$ cat config.mk
export PLATFORM = sky130hd
export DESIGN_NAME = result_serializer_flat
export DESIGN_NICKNAME = d
export VERILOG_FILES = /design/src/rtl/result_serializer_if.sv /design/src/rtl/result_serializer.sv /design/src/flat_wrapper.sv
export SDC_FILE = /design/constraint.sdc
export NUM_CORES = 1
export LEC_CHECK = 0
export CAP_MARGIN = 20
export CORE_MARGIN = 4
export CORE_UTILIZATION = 50
export DETAILED_ROUTE_END_ITERATION = 8
export GPL_ROUTABILITY_DRIVEN = 1
export HOLD_SLACK_MARGIN = 0.12
export MAX_ROUTING_LAYER = met4
export PLACE_DENSITY_LB_ADDON = 0.1
export REMOVE_ABC_BUFFERS = 1
export SYNTH_ARGS = -nofsm -noshare
export SYNTH_HDL_FRONTEND = slang
export SYNTH_SLANG_ARGS = --single-unit
$ cat constraint.sdc
create_clock -name clk_i -period 7.3 [get_ports clk_i]
set_clock_uncertainty 0.1 [all_clocks]
set_input_delay 0.73 -clock clk_i [delete_from_list [all_inputs] [get_ports clk_i]]
set_output_delay 0.73 -clock clk_i [all_outputs]
set_load 0.005 [all_outputs]
$ cat src/rtl/result_serializer_if.sv
// Result-word ingress and serial-beat egress bundle of the result serializer.
// slave is the serializer side, master is the producer/consumer side.
interface result_serializer_if #(
   parameter int DATA_WIDTH = 64,
   parameter int OUT_WIDTH  = 8,
   parameter int DEPTH      = 4
);
   logic                         valid_i;
   logic [DATA_WIDTH-1:0]        data_i;
   logic                         clear_i;
   logic                         out_ready_i;
   logic                         out_valid_o;
   logic [OUT_WIDTH-1:0]         out_data_o;
   logic                         out_last_o;
   logic                         overflow_o;
   logic                         empty_o;
   logic [$clog2(DEPTH+1)-1:0]   count_o;

   modport slave (
      input  valid_i, data_i, clear_i, out_ready_i,
      output out_valid_o, out_data_o, out_last_o, overflow_o, empty_o, count_o
   );

   modport master (
      output valid_i, data_i, clear_i, out_ready_i,
      input  out_valid_o, out_data_o, out_last_o, overflow_o, empty_o, count_o
   );
endinterface

$ cat src/rtl/result_serializer.sv
// Queues DATA_WIDTH result words and emits them MSB-first as OUT_WIDTH beats; first beat 2 cycles after valid_i when idle.
// out_ready_i=0 holds the current beat; a word arriving at a full FIFO with no same-cycle pop is dropped and flags overflow.
module result_serializer #(
   parameter int DATA_WIDTH = 64,
   parameter int OUT_WIDTH  = 8,
   parameter int DEPTH      = 4
) (
   input  logic               clk_i,
   input  logic               rst_async_i,
   result_serializer_if.slave bus
);
   localparam int BEATS = DATA_WIDTH / OUT_WIDTH;
   localparam int BW    = (BEATS > 1) ? $clog2(BEATS) : 1;
   localparam int AW    = (DEPTH > 1) ? $clog2(DEPTH) : 1;
   localparam int CW    = $clog2(DEPTH + 1);
   localparam logic [BW-1:0] PRE_LAST = BW'(BEATS - 2);
   localparam logic [CW-1:0] FULL_CNT = CW'(DEPTH);

   typedef enum logic {IDLE, SHIFT} state_t;

   state_t                state;
   logic [DATA_WIDTH-1:0] mem [DEPTH];
   logic [AW-1:0]         wr_ptr;
   logic [AW-1:0]         rd_ptr;
   logic [CW-1:0]         count;
   logic [DATA_WIDTH-1:0] shreg;
   logic [BW-1:0]         beat;
   logic                  out_valid;
   logic                  out_last;
   logic                  overflow;
   logic                  hs;
   logic                  pop;
   logic                  push;
   logic                  drop;

   // A full FIFO still accepts a word when the last beat hands over the head in the same cycle.
   assign hs   = out_valid && bus.out_ready_i;
   assign pop  = !bus.clear_i && (count != '0) && ((state == IDLE) || (hs && out_last));
   assign push = !bus.clear_i && bus.valid_i && ((count != FULL_CNT) || pop);
   assign drop = !bus.clear_i && bus.valid_i && (count == FULL_CNT) && !pop;

   always_ff @(posedge clk_i) begin
      if (push) begin
         mem[wr_ptr] <= bus.data_i;
      end
   end

   always_ff @(posedge clk_i or posedge rst_async_i) begin
      if (rst_async_i) begin
         state     <= IDLE;
         wr_ptr    <= '0;
         rd_ptr    <= '0;
         count     <= '0;
         shreg     <= '0;
         beat      <= '0;
         out_valid <= 1'b0;
         out_last  <= 1'b0;
         overflow  <= 1'b0;
      end else if (bus.clear_i) begin
         state     <= IDLE;
         wr_ptr    <= '0;
         rd_ptr    <= '0;
         count     <= '0;
         shreg     <= '0;
         beat      <= '0;
         out_valid <= 1'b0;
         out_last  <= 1'b0;
         overflow  <= 1'b0;
      end else begin
         if (push) begin
            wr_ptr <= wr_ptr + 1'b1;
         end
         if (pop) begin
            rd_ptr <= rd_ptr + 1'b1;
         end
         count <= count + CW'(push) - CW'(pop);
         if (drop) begin
            overflow <= 1'b1;
         end

         case (state)
            IDLE: begin
               if (pop) begin
                  shreg     <= mem[rd_ptr];
                  beat      <= '0;
                  out_valid <= 1'b1;
                  out_last  <= (BEATS == 1);
                  state     <= SHIFT;
               end
            end
            SHIFT: begin
               if (hs) begin
                  if (out_last) begin
                     if (pop) begin
                        shreg    <= mem[rd_ptr];
                        beat     <= '0;
                        out_last <= (BEATS == 1);
                     end else begin
                        shreg     <= '0;
                        beat      <= '0;
                        out_valid <= 1'b0;
                        out_last  <= 1'b0;
                        state     <= IDLE;
                     end
                  end else begin
                     shreg    <= shreg << OUT_WIDTH;
                     beat     <= beat + 1'b1;
                     out_last <= (beat == PRE_LAST);
                  end
               end
            end
            default: state <= IDLE;
         endcase
      end
   end

   assign bus.out_valid_o = out_valid;
   assign bus.out_data_o  = shreg[DATA_WIDTH-1 -: OUT_WIDTH];
   assign bus.out_last_o  = out_last;
   assign bus.overflow_o  = overflow;
   assign bus.count_o     = count;
   assign bus.empty_o     = (count == '0) && (state == IDLE);
endmodule

$ cat src/flat_wrapper.sv
// flat-port wrapper written by rule: the top's interface ports become plain ports
module result_serializer_flat 
#(
   parameter int DATA_WIDTH = 64,
   parameter int OUT_WIDTH  = 8,
   parameter int DEPTH      = 4
)
  (clk_i, rst_async_i, bus_valid_i, bus_data_i, bus_clear_i, bus_out_ready_i, bus_out_valid_o, bus_out_data_o, bus_out_last_o, bus_overflow_o, bus_empty_o, bus_count_o);
  result_serializer_if #(.DATA_WIDTH(DATA_WIDTH), .OUT_WIDTH(OUT_WIDTH), .DEPTH(DEPTH)) bus_i ();
  input  logic clk_i;
  input  logic rst_async_i;
  input wire logic [$bits(bus_i.valid_i)-1:0] bus_valid_i;
  input wire logic [$bits(bus_i.data_i)-1:0] bus_data_i;
  input wire logic [$bits(bus_i.clear_i)-1:0] bus_clear_i;
  input wire logic [$bits(bus_i.out_ready_i)-1:0] bus_out_ready_i;
  output wire logic [$bits(bus_i.out_valid_o)-1:0] bus_out_valid_o;
  output wire logic [$bits(bus_i.out_data_o)-1:0] bus_out_data_o;
  output wire logic [$bits(bus_i.out_last_o)-1:0] bus_out_last_o;
  output wire logic [$bits(bus_i.overflow_o)-1:0] bus_overflow_o;
  output wire logic [$bits(bus_i.empty_o)-1:0] bus_empty_o;
  output wire logic [$bits(bus_i.count_o)-1:0] bus_count_o;
  assign bus_i.valid_i = bus_valid_i;
  assign bus_i.data_i = bus_data_i;
  assign bus_i.clear_i = bus_clear_i;
  assign bus_i.out_ready_i = bus_out_ready_i;
  assign bus_out_valid_o = bus_i.out_valid_o;
  assign bus_out_data_o = bus_i.out_data_o;
  assign bus_out_last_o = bus_i.out_last_o;
  assign bus_overflow_o = bus_i.overflow_o;
  assign bus_empty_o = bus_i.empty_o;
  assign bus_count_o = bus_i.count_o;
  result_serializer #(.DATA_WIDTH(DATA_WIDTH), .OUT_WIDTH(OUT_WIDTH), .DEPTH(DEPTH)) u_core (.clk_i(clk_i), .rst_async_i(rst_async_i), .bus(bus_i));
endmodule
==> impl_results.md <==
- Internal reg-to-reg setup slack: 4.56 ns
- Status: finished clean
- Post-synth EDFFs: 256
- H-tree depth: 2
- Final wirelength: 24.39 mm
- Max Buffers Root-to-Sink: 3
- Total Routing Usage GR: 17.66%
- Clock Latency Late Sink: 0.50 ns
- Worst r2r path cells: 4
- Hold crit path type: flip-flop to flip-flop
- P&R area growth vs syn: 16.92%
- IO Pins: 84
- Setup crit end kind: flip-flop
- Port buffer count: 83
- Grt total ovfl: 0
- Slew headroom: 29.77%
- Max-slew violation count: 0
- Hold Vio Cnt, Final: 0
- Initial antenna violation count: 0
- Util after Layout: 60.06%
- FILL cells: 1864
- Final antenna-violating net count: 0
- Synth async-reset ratio: 23.35%
- Worst Tran Pin Value: 1.053 ns
- Setup Buffers After CTS: 0
- Min-Delay Endpoint: u_core.shreg[23]
- Total CTS buffers: 35
- Sequential area share after synthesis: 73.67%
- Drc violations: 0
- PD cells: 341.0 nW/um^2
- Reg2reg end: u_core.mem[3][18]
- Leakage power: 5.323 nW
- CP Launch Type: primary input
- Global placement routability congestion: 0.7026
- Post-layout min period: 3.018 ns
- Die Y: 169.8 um
- Crit Path Category: primary input to flip-flop
- Worst hold slack: 0.3641 ns
- Post-Syn Area per Cell: 18.77 sq um
- Initial Util: 51.37%
- Row cnt: 58
- Final setup violation count: 0
- Ys flop type: edfxtp_1
- Synth Register Bits: 334
- Pin count of the biggest net entering global routing: 79
- RSZ-0062 raised after global routing: false
- Die area: 28820 sq um
- Vias after detailed routing: 6440
- Footprint of the multi-input gates: 3108 sq um
- FMAX: 0.3313 GHz
- Fin crit share: 41.35%
- Pwr Total: 0.005216 W
- Clk root buf: clkbuf_16
- Setup TNS: 0 ns
- CP Data Arrival Time: 3.03 ns
- Global-route wire length before repair: 38.41 mm
- Hold Crit Depth: 2
- Sequential cell area: 9644 sq um
- Core area: 25470 sq um
- Via/cell ratio: 5.664
- Initial DRC Count: 469
- Yosys warns: 0
- Antenna Cells: 0
- RR Startpoint: u_core.bus.out_last_o
- CP required: 7.32 ns
- Routed length per instance: 21.45 um
- Reg clk slew, reported paths: 0.06 ns
- Worst-path fanout max: 64
- Cells after Synth: 697
- Hold-fix buffers, CTS: 0
- Max-cap violation count: 0
- First-pass DRT Iterations: 4
- Post-Syn Area: 13080 sq um
- Post-CTS Resized: 0
- Maximum VDD drop: 269.8 uV
- Number of global-route vias before repair: 6829
- TritonCTS clock tree: built
- Share of cells above drive strength 1: 21.07%
- HP Start: u_core.shreg[15]
- Post-DP HPWL: 12.65 mm
- Yosys cell types: 42
- Die width: 169.8 um
- Layout net count: 859
- CTS sink cnt: 334
[cell type report]
class | instances | area share [%]
sequential | 334 | 63.05
tap | 330 | 2.699
inverter | 11 | 0.2781
multi-input combinational | 305 | 20.32
timing repair buffer | 94 | 6.494
clock buffer | 50 | 6.633
clock inverter | 13 | 0.5317
[critical path, stage by stage]
cell and delay (ns):
clkdlybuf4s50_1 0.60, nand3_4 0.14, a31oi_1 0.37, and2b_1 0.28, and2_4 0.87
[synthesized netlist by cell type (2+ instances only)]
library cell	number	area [sq um]
edfxtp_1	256	7687
dfrtp_1	78	1952
nand2_1	77	289.0
mux4_2	64	1441
nor2_1	49	183.9
a22oi_2	25	312.8
buf_4	19	142.6
a221oi_1	12	105.1
inv_1	11	41.29
a221oi_2	10	150.1
a22oi_1	10	75.07
buf_2	10	50.05
clkbuf_1	9	33.78
a22o_1	8	70.07
buf_6	8	90.09
ha_1	8	100.1
a21oi_1	4	20.02
and2_1	4	25.02
xnor2_1	4	35.03
nor2b_1	3	18.77
o21ai_1	3	15.01
a31oi_1	2	12.51
nand3_1	2	10.01
nand3b_1	2	15.01
nand4b_1	2	17.52
[placed cells by master, fill, tap and decap left out, drive strengths merged, types with 2 or more instances in the layout]
cell type / instances
a211oi: 2
a21oi: 4
a221oi: 22
a22o: 8
a22oi: 35
a31oi: 2
and2: 4
buf: 11
clkbuf: 50
clkdlybuf4s50: 83
clkinv: 13
dfrtp: 78
edfxtp: 256
ha: 8
inv: 10
mux4: 64
nand2: 77
nand3: 3
nand3b: 2
nand4b: 2
nor2: 49
nor2b: 3
nor3b: 2
o21ai: 4
xnor2: 4
[how the worst max path moves through the flow]
| stage | to | slack, ns | start |
|---|---|---|---|
| 2_1_floorplan | u_core.shreg[8] | 3.46 | u_core.rd_ptr[0] |
| 3_3_place_gp | u_core.shreg[44] | 3.71 | bus_clear_i |
| 3_5_place_dp | u_core.shreg[16] | 3.63 | bus_clear_i |
| 4_1_cts | u_core.shreg[16] | 4.16 | bus_clear_i |
| 5_1_grt | u_core.mem[1][30] | 4.11 | bus_out_ready_i |
| 6_report | u_core.mem[3][18] | 4.28 | bus_out_ready_i |
[stage by stage]
step	area [sq um]	setup WS [ns]	cells
after floorplan	12760	3.465	650
after global placement	14080	3.708	1069
after detailed placement	14100	3.631	1070
after CTS	15190	4.156	1133
after global routing	15300	4.107	1137
final	15300	4.282	1137
[layer usage]
layer | track usage (%) | part of all wire, % | vias to the layer above
met5 | - | 0 | -
met3 | 3.098 | 4.6 | 43
met1 | 24.17 | 43 | 3350
met4 | 4.235 | 1.7 | 0
met2 | 28.12 | 50 | 144
li1 | - | - | 2903
[kinds of logic after synthesis]
family	after synthesis	synth area share, %
muxes	66	11.18
adders and majority gates	9	0.9181
buffers and inverters	58	2.792
xor gates and xnor gates	5	0.3347
and+or+nand+nor	146	4.887
DFF	334	73.67
AOI/OAI and AO/OA	79	6.216
[where the power goes]
group          leakage [nW]  internal [W]  switching (W)
combinational          1.44      0.000531       0.000539
sequential             3.35       0.00230       0.000175
clock                 0.533      0.000999       0.000674
[flip-flops by register name (all words and copies together), names as in the netlist]
register                flops
u_core.bus.out_valid_o      1
u_core.bus.overflow_o       1
u_core.bus.out_last_o       1
u_core.rd_ptr               2
u_core.wr_ptr               2
u_core.beat                 3
u_core.mem                256
u_core.bus.count_o          3
u_core.shreg               64
u_core.state                1
Power figures use the tool's default switching activity.
